### src/rtl/dual_rail_pkg.sv
// Shared definitions for the dual-rail sink merger.
//   - flit type codes carried in the top FLIT_TYPE_WIDTH bits of a flit
//   - merger FSM state encoding and the head-presence classifier
//   - default flit geometry
package dual_rail_pkg;

    localparam int FLIT_DATA_WIDTH_DEF = 32;
    localparam int FLIT_TYPE_WIDTH_DEF = 2;
    localparam int FLIT_WIDTH_DEF      = FLIT_DATA_WIDTH_DEF + FLIT_TYPE_WIDTH_DEF;

    typedef enum logic [1:0] {
        HEADER  = 2'b00,
        PAYLOAD = 2'b01,
        LAST    = 2'b10,
        SINGLE  = 2'b11
    } flit_type_e;

    typedef enum logic [1:0] {
        IDLE    = 2'b00,
        ALIGNED = 2'b01,
        WAIT_A  = 2'b10,
        WAIT_B  = 2'b11
    } merger_state_e;

    // Maps which rail FIFOs hold a head onto the merger state.
    function automatic merger_state_e head_state(input logic a_present, input logic b_present);
        merger_state_e st;
        case ({a_present, b_present})
            2'b11:   st = ALIGNED;
            2'b10:   st = WAIT_B;
            2'b01:   st = WAIT_A;
            default: st = IDLE;
        endcase
        return st;
    endfunction

endpackage

### src/rtl/flit_sync_fifo.sv
// Single-clock flit FIFO, one per rail.
//   clk, rst       clock, async active-high reset
//   push/push_data write request and data (ignored while full)
//   pop            read request (ignored while empty)
//   head_data      current head entry
//   full/empty     decoded from the registered count
//   nonempty_nxt   whether a head will be present after this edge
// Full is taken from the registered count only, so a pop and a push in
// the same cycle while full does not let the push through.
module flit_sync_fifo #(
    parameter int WIDTH = 34,
    parameter int DEPTH = 4
) (
    input  logic             clk,
    input  logic             rst,
    input  logic             push,
    input  logic [WIDTH-1:0] push_data,
    input  logic             pop,
    output logic [WIDTH-1:0] head_data,
    output logic             full,
    output logic             empty,
    output logic             nonempty_nxt
);

    localparam int AW = $clog2(DEPTH);
    localparam int CW = AW + 1;

    logic [WIDTH-1:0] mem [DEPTH];
    logic [AW-1:0]    wr_ptr;
    logic [AW-1:0]    rd_ptr;
    logic [CW-1:0]    count;
    logic [CW-1:0]    count_nxt;
    logic             do_push;
    logic             do_pop;

    assign full      = (count == CW'(DEPTH));
    assign empty     = (count == '0);
    assign do_push   = push && !full;
    assign do_pop    = pop && !empty;
    assign head_data = mem[rd_ptr];

    always_comb begin
        count_nxt = count;
        case ({do_push, do_pop})
            2'b10:   count_nxt = count + 1'b1;
            2'b01:   count_nxt = count - 1'b1;
            default: count_nxt = count;
        endcase
    end

    assign nonempty_nxt = (count_nxt != '0);

    always_ff @(posedge clk or posedge rst) begin
        if (rst) begin
            wr_ptr <= '0;
            rd_ptr <= '0;
            count  <= '0;
        end else begin
            if (do_push) wr_ptr <= wr_ptr + 1'b1;
            if (do_pop)  rd_ptr <= rd_ptr + 1'b1;
            count <= count_nxt;
        end
    end

    always_ff @(posedge clk) begin
        if (do_push) mem[wr_ptr] <= push_data;
    end

endmodule

### src/rtl/dual_rail_sink_merger.sv
// Merges the primary (A) and redundant (B) router sink rails into one
// verified flit stream for the sink FSM.
//   clk, reset_globle          clock, async active-high reset
//   flit_sink/valid_sink/ready_sink        primary rail input
//   flit_sink_r/valid_sink_r/ready_sink_r  redundant rail input
//   flit_out/valid_out/ready_out           merged output (registered)
//   degraded_out               flit_out was forwarded single-rail
//   mismatch_pulse/timeout_pulse  one-cycle event strobes, aligned to the load
//   mismatch_cnt/timeout_cnt   saturating event counters
//
// state   | meaning
// IDLE    | neither rail holds a head
// ALIGNED | both rails hold a head; compare and forward
// WAIT_A  | only B holds a head; waiting for rail A
// WAIT_B  | only A holds a head; waiting for rail B
module dual_rail_sink_merger
    import dual_rail_pkg::*;
#(
    parameter int FLIT_DATA_WIDTH = 32,
    parameter int FLIT_TYPE_WIDTH = 2,
    parameter int FLIT_WIDTH      = FLIT_DATA_WIDTH + FLIT_TYPE_WIDTH,
    parameter int FIFO_DEPTH      = 4,
    parameter int SKEW_MAX        = 8,
    parameter int CNT_WIDTH       = 16
) (
    input  logic                  clk,
    input  logic                  reset_globle,
    input  logic [FLIT_WIDTH-1:0] flit_sink,
    input  logic                  valid_sink,
    output logic                  ready_sink,
    input  logic [FLIT_WIDTH-1:0] flit_sink_r,
    input  logic                  valid_sink_r,
    output logic                  ready_sink_r,
    output logic [FLIT_WIDTH-1:0] flit_out,
    output logic                  valid_out,
    input  logic                  ready_out,
    output logic                  degraded_out,
    output logic                  mismatch_pulse,
    output logic                  timeout_pulse,
    output logic [CNT_WIDTH-1:0]  mismatch_cnt,
    output logic [CNT_WIDTH-1:0]  timeout_cnt
);

    localparam int SW = $clog2(SKEW_MAX + 1);
    localparam int DW = $clog2(FIFO_DEPTH + 1);
    localparam logic [SW-1:0] SKEW_LAST = SW'(SKEW_MAX - 1);
    localparam logic [DW-1:0] DROP_SAT  = DW'(FIFO_DEPTH);

    logic                  rst;
    logic [FLIT_WIDTH-1:0] head_a_data;
    logic [FLIT_WIDTH-1:0] head_b_data;
    logic                  full_a, full_b;
    logic                  empty_a, empty_b;
    logic                  a_nxt, b_nxt;
    logic                  pop_a, pop_b;

    merger_state_e         state_q, state_nxt;
    logic [SW-1:0]         skew_q, skew_nxt;
    logic [DW-1:0]         drop_a_q, drop_a_nxt;
    logic [DW-1:0]         drop_b_q, drop_b_nxt;

    logic                  load_slot;
    logic                  emit;
    logic [FLIT_WIDTH-1:0] emit_flit;
    logic                  emit_deg;
    logic                  mis_set;
    logic                  tmo_set;
    logic                  drop_pend_a, drop_pend_b;

    assign rst          = reset_globle;
    assign ready_sink   = !full_a;
    assign ready_sink_r = !full_b;

    flit_sync_fifo #(
        .WIDTH (FLIT_WIDTH),
        .DEPTH (FIFO_DEPTH)
    ) u_fifo_a (
        .clk          (clk),
        .rst          (rst),
        .push         (valid_sink),
        .push_data    (flit_sink),
        .pop          (pop_a),
        .head_data    (head_a_data),
        .full         (full_a),
        .empty        (empty_a),
        .nonempty_nxt (a_nxt)
    );

    flit_sync_fifo #(
        .WIDTH (FLIT_WIDTH),
        .DEPTH (FIFO_DEPTH)
    ) u_fifo_b (
        .clk          (clk),
        .rst          (rst),
        .push         (valid_sink_r),
        .push_data    (flit_sink_r),
        .pop          (pop_b),
        .head_data    (head_b_data),
        .full         (full_b),
        .empty        (empty_b),
        .nonempty_nxt (b_nxt)
    );

    // A slot only exists when the output register can take a new flit;
    // nothing (including skew) advances while the sink FSM stalls us.
    assign load_slot   = !valid_out || ready_out;
    assign drop_pend_a = (drop_a_q != '0) && !empty_a;
    assign drop_pend_b = (drop_b_q != '0) && !empty_b;

    // Next state tracks head presence after this edge's pushes and pops.
    assign state_nxt = head_state(a_nxt, b_nxt);

    always_ff @(posedge clk or posedge rst) begin
        if (rst) begin
            state_q  <= IDLE;
            skew_q   <= '0;
            drop_a_q <= '0;
            drop_b_q <= '0;
        end else begin
            state_q  <= state_nxt;
            skew_q   <= skew_nxt;
            drop_a_q <= drop_a_nxt;
            drop_b_q <= drop_b_nxt;
        end
    end

    always_comb begin
        pop_a      = 1'b0;
        pop_b      = 1'b0;
        emit       = 1'b0;
        emit_flit  = head_a_data;
        emit_deg   = 1'b0;
        mis_set    = 1'b0;
        tmo_set    = 1'b0;
        skew_nxt   = skew_q;
        drop_a_nxt = drop_a_q;
        drop_b_nxt = drop_b_q;

        if (load_slot) begin
            // Late partners of flits already forwarded on a timeout are
            // discarded before anything else is considered.
            if (drop_pend_a || drop_pend_b) begin
                if (drop_pend_a) begin
                    pop_a      = 1'b1;
                    drop_a_nxt = drop_a_q - 1'b1;
                end
                if (drop_pend_b) begin
                    pop_b      = 1'b1;
                    drop_b_nxt = drop_b_q - 1'b1;
                end
            end else begin
                unique case (state_q)
                    ALIGNED: begin
                        pop_a     = 1'b1;
                        pop_b     = 1'b1;
                        emit      = 1'b1;
                        emit_flit = head_a_data;
                        emit_deg  = (head_a_data != head_b_data);
                        mis_set   = (head_a_data != head_b_data);
                        skew_nxt  = '0;
                    end
                    WAIT_A: begin
                        if (skew_q == SKEW_LAST) begin
                            pop_b     = 1'b1;
                            emit      = 1'b1;
                            emit_flit = head_b_data;
                            emit_deg  = 1'b1;
                            tmo_set   = 1'b1;
                            skew_nxt  = '0;
                            if (drop_a_q != DROP_SAT) drop_a_nxt = drop_a_q + 1'b1;
                        end else begin
                            skew_nxt = skew_q + 1'b1;
                        end
                    end
                    WAIT_B: begin
                        if (skew_q == SKEW_LAST) begin
                            pop_a     = 1'b1;
                            emit      = 1'b1;
                            emit_flit = head_a_data;
                            emit_deg  = 1'b1;
                            tmo_set   = 1'b1;
                            skew_nxt  = '0;
                            if (drop_b_q != DROP_SAT) drop_b_nxt = drop_b_q + 1'b1;
                        end else begin
                            skew_nxt = skew_q + 1'b1;
                        end
                    end
                    default: begin
                        skew_nxt = '0;
                    end
                endcase
            end
        end
    end

    always_ff @(posedge clk or posedge rst) begin
        if (rst) begin
            flit_out       <= '0;
            valid_out      <= 1'b0;
            degraded_out   <= 1'b0;
            mismatch_pulse <= 1'b0;
            timeout_pulse  <= 1'b0;
        end else begin
            mismatch_pulse <= mis_set;
            timeout_pulse  <= tmo_set;
            if (load_slot) begin
                valid_out    <= emit;
                degraded_out <= emit && emit_deg;
                if (emit) flit_out <= emit_flit;
            end
        end
    end

    always_ff @(posedge clk or posedge rst) begin
        if (rst) begin
            mismatch_cnt <= '0;
            timeout_cnt  <= '0;
        end else begin
            if (mis_set && (mismatch_cnt != '1)) mismatch_cnt <= mismatch_cnt + 1'b1;
            if (tmo_set && (timeout_cnt != '1))  timeout_cnt  <= timeout_cnt + 1'b1;
        end
    end

endmodule

### config.mk
export PLATFORM = sky130hd
export DESIGN_NAME = dual_rail_sink_merger
export DESIGN_NICKNAME = d
export VERILOG_FILES = /design/src/rtl/dual_rail_pkg.sv /design/src/rtl/flit_sync_fifo.sv /design/src/rtl/dual_rail_sink_merger.sv
export SDC_FILE = /design/constraint.sdc
export NUM_CORES = 1
export LEC_CHECK = 0
export CAP_MARGIN = 20
export CELL_PAD_IN_SITES_DETAIL_PLACEMENT = 1
export CELL_PAD_IN_SITES_GLOBAL_PLACEMENT = 2
export CORE_MARGIN = 2
export CORE_UTILIZATION = 51
export CTS_CLUSTER_SIZE = 24
export DETAILED_ROUTE_END_ITERATION = 6
export DONT_BUFFER_PORTS = 1
export MAX_ROUTING_LAYER = met4
export PLACE_DENSITY_LB_ADDON = 0.1
export SKIP_LAST_GASP = 1
export SYNTH_ARGS = -nofsm -noshare
export SYNTH_HDL_FRONTEND = slang
export SYNTH_SLANG_ARGS = --single-unit
### constraint.sdc
create_clock -name clk -period 10.3 [get_ports clk]
set_input_delay 0.515 -clock clk [delete_from_list [all_inputs] [get_ports clk]]
set_output_delay 0.515 -clock clk [all_outputs]
set_load 0.02 [all_outputs]
-- Word-level counts from Yosys, hierarchy flattened
Memory sizes are Yosys's and may differ from the RTL's.
Index checks and enable logic that the tools add are counted.
- reductions and logical operators: 32
- multiplexer cells: 43
- bitwise logic cells: 1
- $add $sub $neg: 15
- eq/ne operators: 20
- operators with widths (kind ; number):
    34-bit two-way mux ; 3
    34-bit != test ; 1
    16-bit by 1-bit adder with 16-bit output, second input constant ; 2
    16-bit != test, second input constant ; 2
    3-bit two-way mux ; 10
    1-bit two-way mux ; 21
    3-bit by 1-bit adder with 3-bit output, second input constant ; 4
    2-bit equality test, second input constant ; 6
    3-bit one-hot mux with 2 select lines ; 2
    3-bit nonzero test ; 4
    3-bit by 1-bit subtractor with 3-bit output, second input constant ; 4
    5-bit AND reduction ; 2
    2-bit nonzero test ; 5
    1-bit logical AND ; 9
    2-bit by 1-bit adder with 2-bit output, second input constant ; 4
    2-bit by 1-bit equality test with 1-bit output, second input constant ; 4
    4-bit two-way mux ; 2
    1-bit one-hot mux with 2 select lines ; 4
    3-bit equality test, second input constant ; 2
    3-bit zero test ; 2
    3-bit != test, second input constant ; 2
    2-bit one-hot mux with 3 select lines ; 1
    1-bit zero test ; 5
    4-bit by 1-bit adder with 4-bit output, second input constant ; 1
    6 further kinds ; 9
- word-level logic and storage cells: 130
- output and inout bits: 72
- input port bits: 73
- bits in writable memories: 272
- memories kept: 2
- register bits after elaboration: 96
- memory list (memory ; words ; width ; rd ports ; clocked after memory_dff ; wr ports ; line ; source):
    u_fifo_a.mem ; 4 ; 34 ; 1 ; 0 ; 1 ; flit_sync_fifo.sv:28 ; logic [WIDTH-1:0] mem [DEPTH];
    u_fifo_b.mem ; 4 ; 34 ; 1 ; 0 ; 1 ; flit_sync_fifo.sv:28 ;

-- Logic depth before layout (Yosys ltp)
- word-level depth: 12
- mapped depth: 18
- mapped depth without buffers: 18

-- Hierarchy
From an unflattened synthesis, not the netlist that was laid out.
- cell total of the unflattened synthesis: 873
- area, all modules: 15229.6 um2
- by module, submodules not included (module ; cells an instance ; times used ; seq. area each (um2) ; area an instance (um2)):
    flit_sync_fifo ; 218 ; 2 ; 4259.1 ; 5402.7
    dual_rail_sink_merger ; 437 ; 1 ; 2052.0 ; 4424.2

-- Worst setup path after synthesis
No wires, ideal clock.
- path kind: register to register
- from: reg skew_q[0]
- to: reg state_q[0]
- data arrival time: 3.221 ns
- cell stages (with the launch flop): 19
- path slack: 6.964 ns
- library setup time: 0.115 ns
- required time: 10.185 ns
- buffers on the path: 0
- clock period less this slack: 3.336 ns
- path through: dfrtp_1 > ha_1 > nand2_1 > nor2_1 > a21o_1 > nand3_1 > a211oi_1 > ha_1 > inv_1 > fa_1 > xor2_1 > nor2_1 > xnor2_1 > inv_1 > nor3_1 > inv_1 > ha_1 > nor2_1 > nor2_1
- word-level cells in the longest chain between the ends: 11
- elaborated cells between the ends (all ways): 22
- those cells by class: 8 x eq/ne; 10 x mux; 4 x reduce/logical
- ends and longest elaborated chain (item ; line ; source):
    from (decl) ; dual_rail_sink_merger.sv:58 ; logic [SW-1:0] skew_q, skew_nxt;
    from (signal assigned) ; dual_rail_sink_merger.sv:121 ; skew_q <= skew_nxt;
    4-bit by 3-bit equality test with 1-bit output (*) ; dual_rail_sink_merger.sv:163 ; if (skew_q == SKEW_LAST) begin
    1-bit two-way mux (*) ; dual_rail_sink_merger.sv:163 ;
    1-bit one-hot mux with 2 select lines (*) ; dual_rail_sink_merger.sv:152 ; unique case (state_q)
    1-bit two-way mux (*) ; dual_rail_sink_merger.sv:142 ; if (drop_pend_a || drop_pend_b) begin
    1-bit two-way mux (*) ; dual_rail_sink_merger.sv:139 ; if (load_slot) begin
    1-bit logical AND (*) ; flit_sync_fifo.sv:39 ; assign do_pop = pop && !empty;
    via u_fifo_b.do_pop ; flit_sync_fifo.sv:34 ; logic do_pop;
    2-bit by 1-bit equality test with 1-bit output / 2-bit equality test (equally long branches) ; flit_sync_fifo.sv:44 ; case ({do_push, do_pop})
    3-bit one-hot mux with 2 select lines (*) ; flit_sync_fifo.sv:44 ;
    via u_fifo_b.count_nxt[2] ; flit_sync_fifo.sv:32 ; logic [CW-1:0] count_nxt;
    3-bit nonzero test (*) ; flit_sync_fifo.sv:51 ; assign nonempty_nxt = (count_nxt != '0);
    2-bit by 1-bit equality test with 1-bit output / 2-bit equality test (equally long branches) ; dual_rail_pkg.sv:28 ; case ({a_present, b_present})
    2-bit one-hot mux with 3 select lines (*) ; dual_rail_pkg.sv:28 ;
    via state_nxt[0] ; dual_rail_sink_merger.sv:57 ; merger_state_e state_q, state_nxt;
    to (signal assigned) ; dual_rail_sink_merger.sv:120 ; state_q <= state_nxt;
    to (decl) ; dual_rail_sink_merger.sv:57 ;
The timed path passes the listed nets; every way through them passes the cells marked *.
A chain may end at the register's enable or synchronous reset.

-- Worst setup path after layout
Ends and elaborated chain as after synthesis.

==> out/qor.csv <==
stage,metric,value,unit
critical_path,critical path class,reg2reg,
yosys,Yosys cell types,46,
timing,WHS,0.0745,ns
timing,endpoints failing setup,0,
critical_path,critical path arrival,4.56,ns
detailed_routing,Routed Antenna Nets,0,
clock_network,Root Buffer,clkbuf_16,
yosys,"Top FF cell, synth",edfxtp_1,
yosys,largest cells by area after synthesis,"edfxtp_1 (54%), dfrtp_1 (16%), mux4_2 (9.1%), xnor2_1 (4.1%), mux2i_1 (2.3%)",
detailed_routing,Vias/cell,5.71,
yosys,syn_nets,959,
die,Starting Density,0.521,
critical_path,reg-to-reg endpoint,state_q[0]$_DFF_PP0_,
yosys,yosys warns,0,
finish,share of cells above drive strength 1,0.166,
critical_path,r2r startpoint,skew_q[0]$_DFFE_PP0P_,
timing,Max Freq,0.241,GHz
detailed_routing,# DRC,0,
yosys,Mapped Area,15000,um^2
global_route,first-pass GRT wire length,49500,um
timing,slew of the pin with the lowest slew margin,0.818,ns
finish,final net count,985,
critical_path,Critical Path Max Stage Delay,0.62,ns
global_route,total congestion overflow,0,
yosys,Post-synth top cells,"edfxtp_1 (272), dfrtp_1 (96), xnor2_1 (70)",
die,Die Width,176,um
clock_network,H-tree Lvls,2,
global_route,largest net degree at the start of global routing,69,
yosys,Post-synth EDFFs,272,
placement,post-detail-place hpwl,21700,um
yosys,top cell type's share of synthesized area,0.544,
global_route,initial antenna violation count,0,
critical_path,Setup crit start,skew_q[0]$_DFFE_PP0P_,
yosys,Synth Register Bits,368,
timing,post-layout min period,4.15,ns
detailed_routing,WL final,31900,um
global_route,vias in the first global route,8168,
yosys,most common cell in the netlist,edfxtp_1,
timing,Final Hold Viols,0,
yosys,Post-synth ARST share,0.261,
die,Die Height,176,um
critical_path,Worst Path Required,10.71,ns
clock_network,CTS tree,yes,
clock_network,Worst-path clk slew,0.06,ns
critical_path,CP Max Fanout,7,
die,I/O Pins,145,
yosys,cell count after synthesis,862,
clock_network,Num CTS Buffers,39,
critical_path,Reg2Reg Setup Slack,6.15,ns
yosys,Yosys top cell by area,edfxtp_1,
power_and_ir_drop,LEAKAGE,6.20,nW
die,num rows,62,
finish,P&R area growth vs syn,11.4,%
critical_path,Startpoint Class,register,
clock_network,maximum clock insertion buffer count,3,
finish,ANT cells,0,
finish,footprint of the multi-input gates,4170,um^2
timing,setup TNS,0,ns
flow_run,Max-cap violations,0,
detailed_routing,DR WL/cell,24.5,um
clock_network,postcts setup bufs,0,
critical_path,Crit. End Element,register,
die,die area,30800,um^2
detailed_routing,DR vias,7430,
outcome,outcome,"finished, final reports clean",
yosys,sequential share of the synthesized area,0.704,
placement,Routability Congestion,0.789,
power_and_ir_drop,worst vdd ir,0.175,mV
critical_path,Slowest cell on crit path,a211oi_1,
timing,RSZ-0062 raised after global routing,no,
critical_path,cell chain of the critical path,ha_1 > nand2_1 > nor2_1 > a21o_1 > nand3_1 > a211oi_1 > ha_1 > inv_1 > fa_1 > xor2_1 > nor2_1 > xnor2_1 > inv_1 > nor3_1 > inv_1 > ha_1 > nor2_1 > nor2_1,
yosys,syn_area_per_cell,17.4,um^2
timing,pins over their slew limit,0,
detailed_routing,drt first pass iters,6,
placement,port bufs,0,
timing,Rel. slew slack,0.450,
finish,fillers,2623,
power_and_ir_drop,Power Density,311,nW/um^2
timing,skew final,0.0191,ns
finish,Final Util,0.580,
min_path,Hold Crit Class,in2reg,
clock_network,clock sink count,368,
critical_path,Worst Setup EP,state_q[0]$_DFF_PP0_,
die,CORE AREA,28900,um^2
critical_path,CP dominant cell by count,nor2_1,
critical_path,R2R depth,18,
global_route,total track usage,0.222,
clock_network,later-pin clock latency in the skew report,0.53,ns
finish,Seq. cell area,10600,um^2
timing,Final Cycle Share,0.403,
detailed_routing,initial DRC count,452,
final cells by class:
cell class / instances / share of cell area
multi-input cells: 433 / 0.249
clock inverters: 24 / 0.0144
inverters: 30 / 0.00688
flip-flops and latches: 368 / 0.632
repair buffers: 16 / 0.00732
well taps: 384 / 0.0287
clock buffers: 47 / 0.0620
sequential cells by signal, summed over array words and instances, names as in the netlist:
signal           count
u_fifo_a.wr_ptr      2
drop_b_q             3
u_fifo_b.count       3
degraded_out         1
drop_a_q             3
valid_out            1
mismatch_cnt        16
state_q              2
u_fifo_a.rd_ptr      2
timeout_cnt         16
u_fifo_b.mem       136
mismatch_pulse       1
timeout_pulse        1
u_fifo_b.rd_ptr      2
flit_out            34
u_fifo_a.mem       136
u_fifo_a.count       3
u_fifo_b.wr_ptr      2
skew_q               4
layout by cell type, fill, tap and decap left out, types with 2 or more instances in the layout:
| master | count |
|---|---|
| a211oi_1 | 2 |
| a21oi_1 | 39 |
| and2_1 | 4 |
| and3_1 | 14 |
| and4_1 | 8 |
| buf_4 | 15 |
| bufinv_16 | 4 |
| clkbuf_1 | 6 |
| clkbuf_16 | 40 |
| clkinv_1 | 4 |
| clkinv_2 | 10 |
| clkinvlp_4 | 3 |
| dfrtp_1 | 94 |
| dfrtp_2 | 2 |
| edfxtp_1 | 272 |
| fa_1 | 4 |
| ha_1 | 20 |
| inv_1 | 29 |
| mux2_2 | 4 |
| mux2i_1 | 35 |
| mux4_1 | 7 |
| mux4_2 | 61 |
| nand2_1 | 27 |
| nand3_1 | 21 |
| nand3_2 | 3 |
| nand4_1 | 15 |
| nand4b_1 | 2 |
| nor2_1 | 47 |
| nor3_1 | 11 |
| o21ai_0 | 10 |
| xnor2_1 | 70 |
| xor2_1 | 12 |
how the worst min path moves through the flow:
stage               depth (start not counted)                            end                     from
CTS                                         0  u_fifo_a.mem[2][33]$_DFFE_PP_            flit_sink[33]
finish                                      0  u_fifo_b.mem[0][25]$_DFFE_PP_          flit_sink_r[25]
global route                                0  u_fifo_b.mem[1][28]$_DFFE_PP_          flit_sink_r[28]
global placement                            1        timeout_pulse$_DFF_PP0_             reset_globle
detailed placement                          1     timeout_cnt[6]$_DFFE_PP0P_             reset_globle
floorplan                                   1        drop_a_q[2]$_DFFE_PP0P_  drop_a_q[2]$_DFFE_PP0P_
metal layers:
| metal | GRT usage | routed length, um | vias to the layer above |
|---|---|---|---|
| met5 | - | 0 | - |
| met4 | 0.0795 | 1080 | 0 |
| met3 | 0.0600 | 2320 | 58 |
| met2 | 0.375 | 16600 | 214 |
| met1 | 0.258 | 11900 | 3821 |
| li1 | - | - | 3337 |
cells by family after synthesis:
| group | synth area share |
|---|---|
| xor+xnor | 0.0478 |
| flops | 0.704 |
| simple gates | 0.0560 |
| buf+inv | 0.0195 |
| mux | 0.131 |
| fa+ha+maj | 0.0220 |
| compound gates | 0.0203 |
report_power, final:
group | internal, mW | switching, mW | leakage (nW) | total (mW)
logic | 0.664 | 0.908 | 1.88 | 1.57
registers | 1.97 | 0.284 | 3.69 | 2.25
clock network | 0.822 | 0.558 | 0.625 | 1.38
per-stage QoR:
step | worst slack [ns] | power, mW | cells | area [um^2]
3_3_place_gp | 6.50 | 3.81 | 1230 | 15500
6_report | 6.15 | 5.21 | 1302 | 16700
2_1_floorplan | 6.96 | 3.40 | 862 | 15000
5_1_grt | 5.81 | 5.49 | 1302 | 16700
4_1_cts | 6.19 | 5.28 | 1302 | 16700
3_5_place_dp | 6.28 | 3.88 | 1230 | 15500
worst max-delay path: cells and delay by family (launching register included):
kind	cells	cell delay (ns)
XOR/XNOR	2	0.29
buffers and inverters	3	0.23
AO/OA/AOI/OAI	2	0.81
flip-flops	1	0.39
adder cells (fa/ha/maj)	4	1.11
AND/OR/NAND/NOR	7	1.20
timing repair:
item                                   CTS  global route
gates resized for setup                  0             0
hold buffers                             1             0
endpoints found under the hold margin   44             0
(Power assumes the default switching activity.)
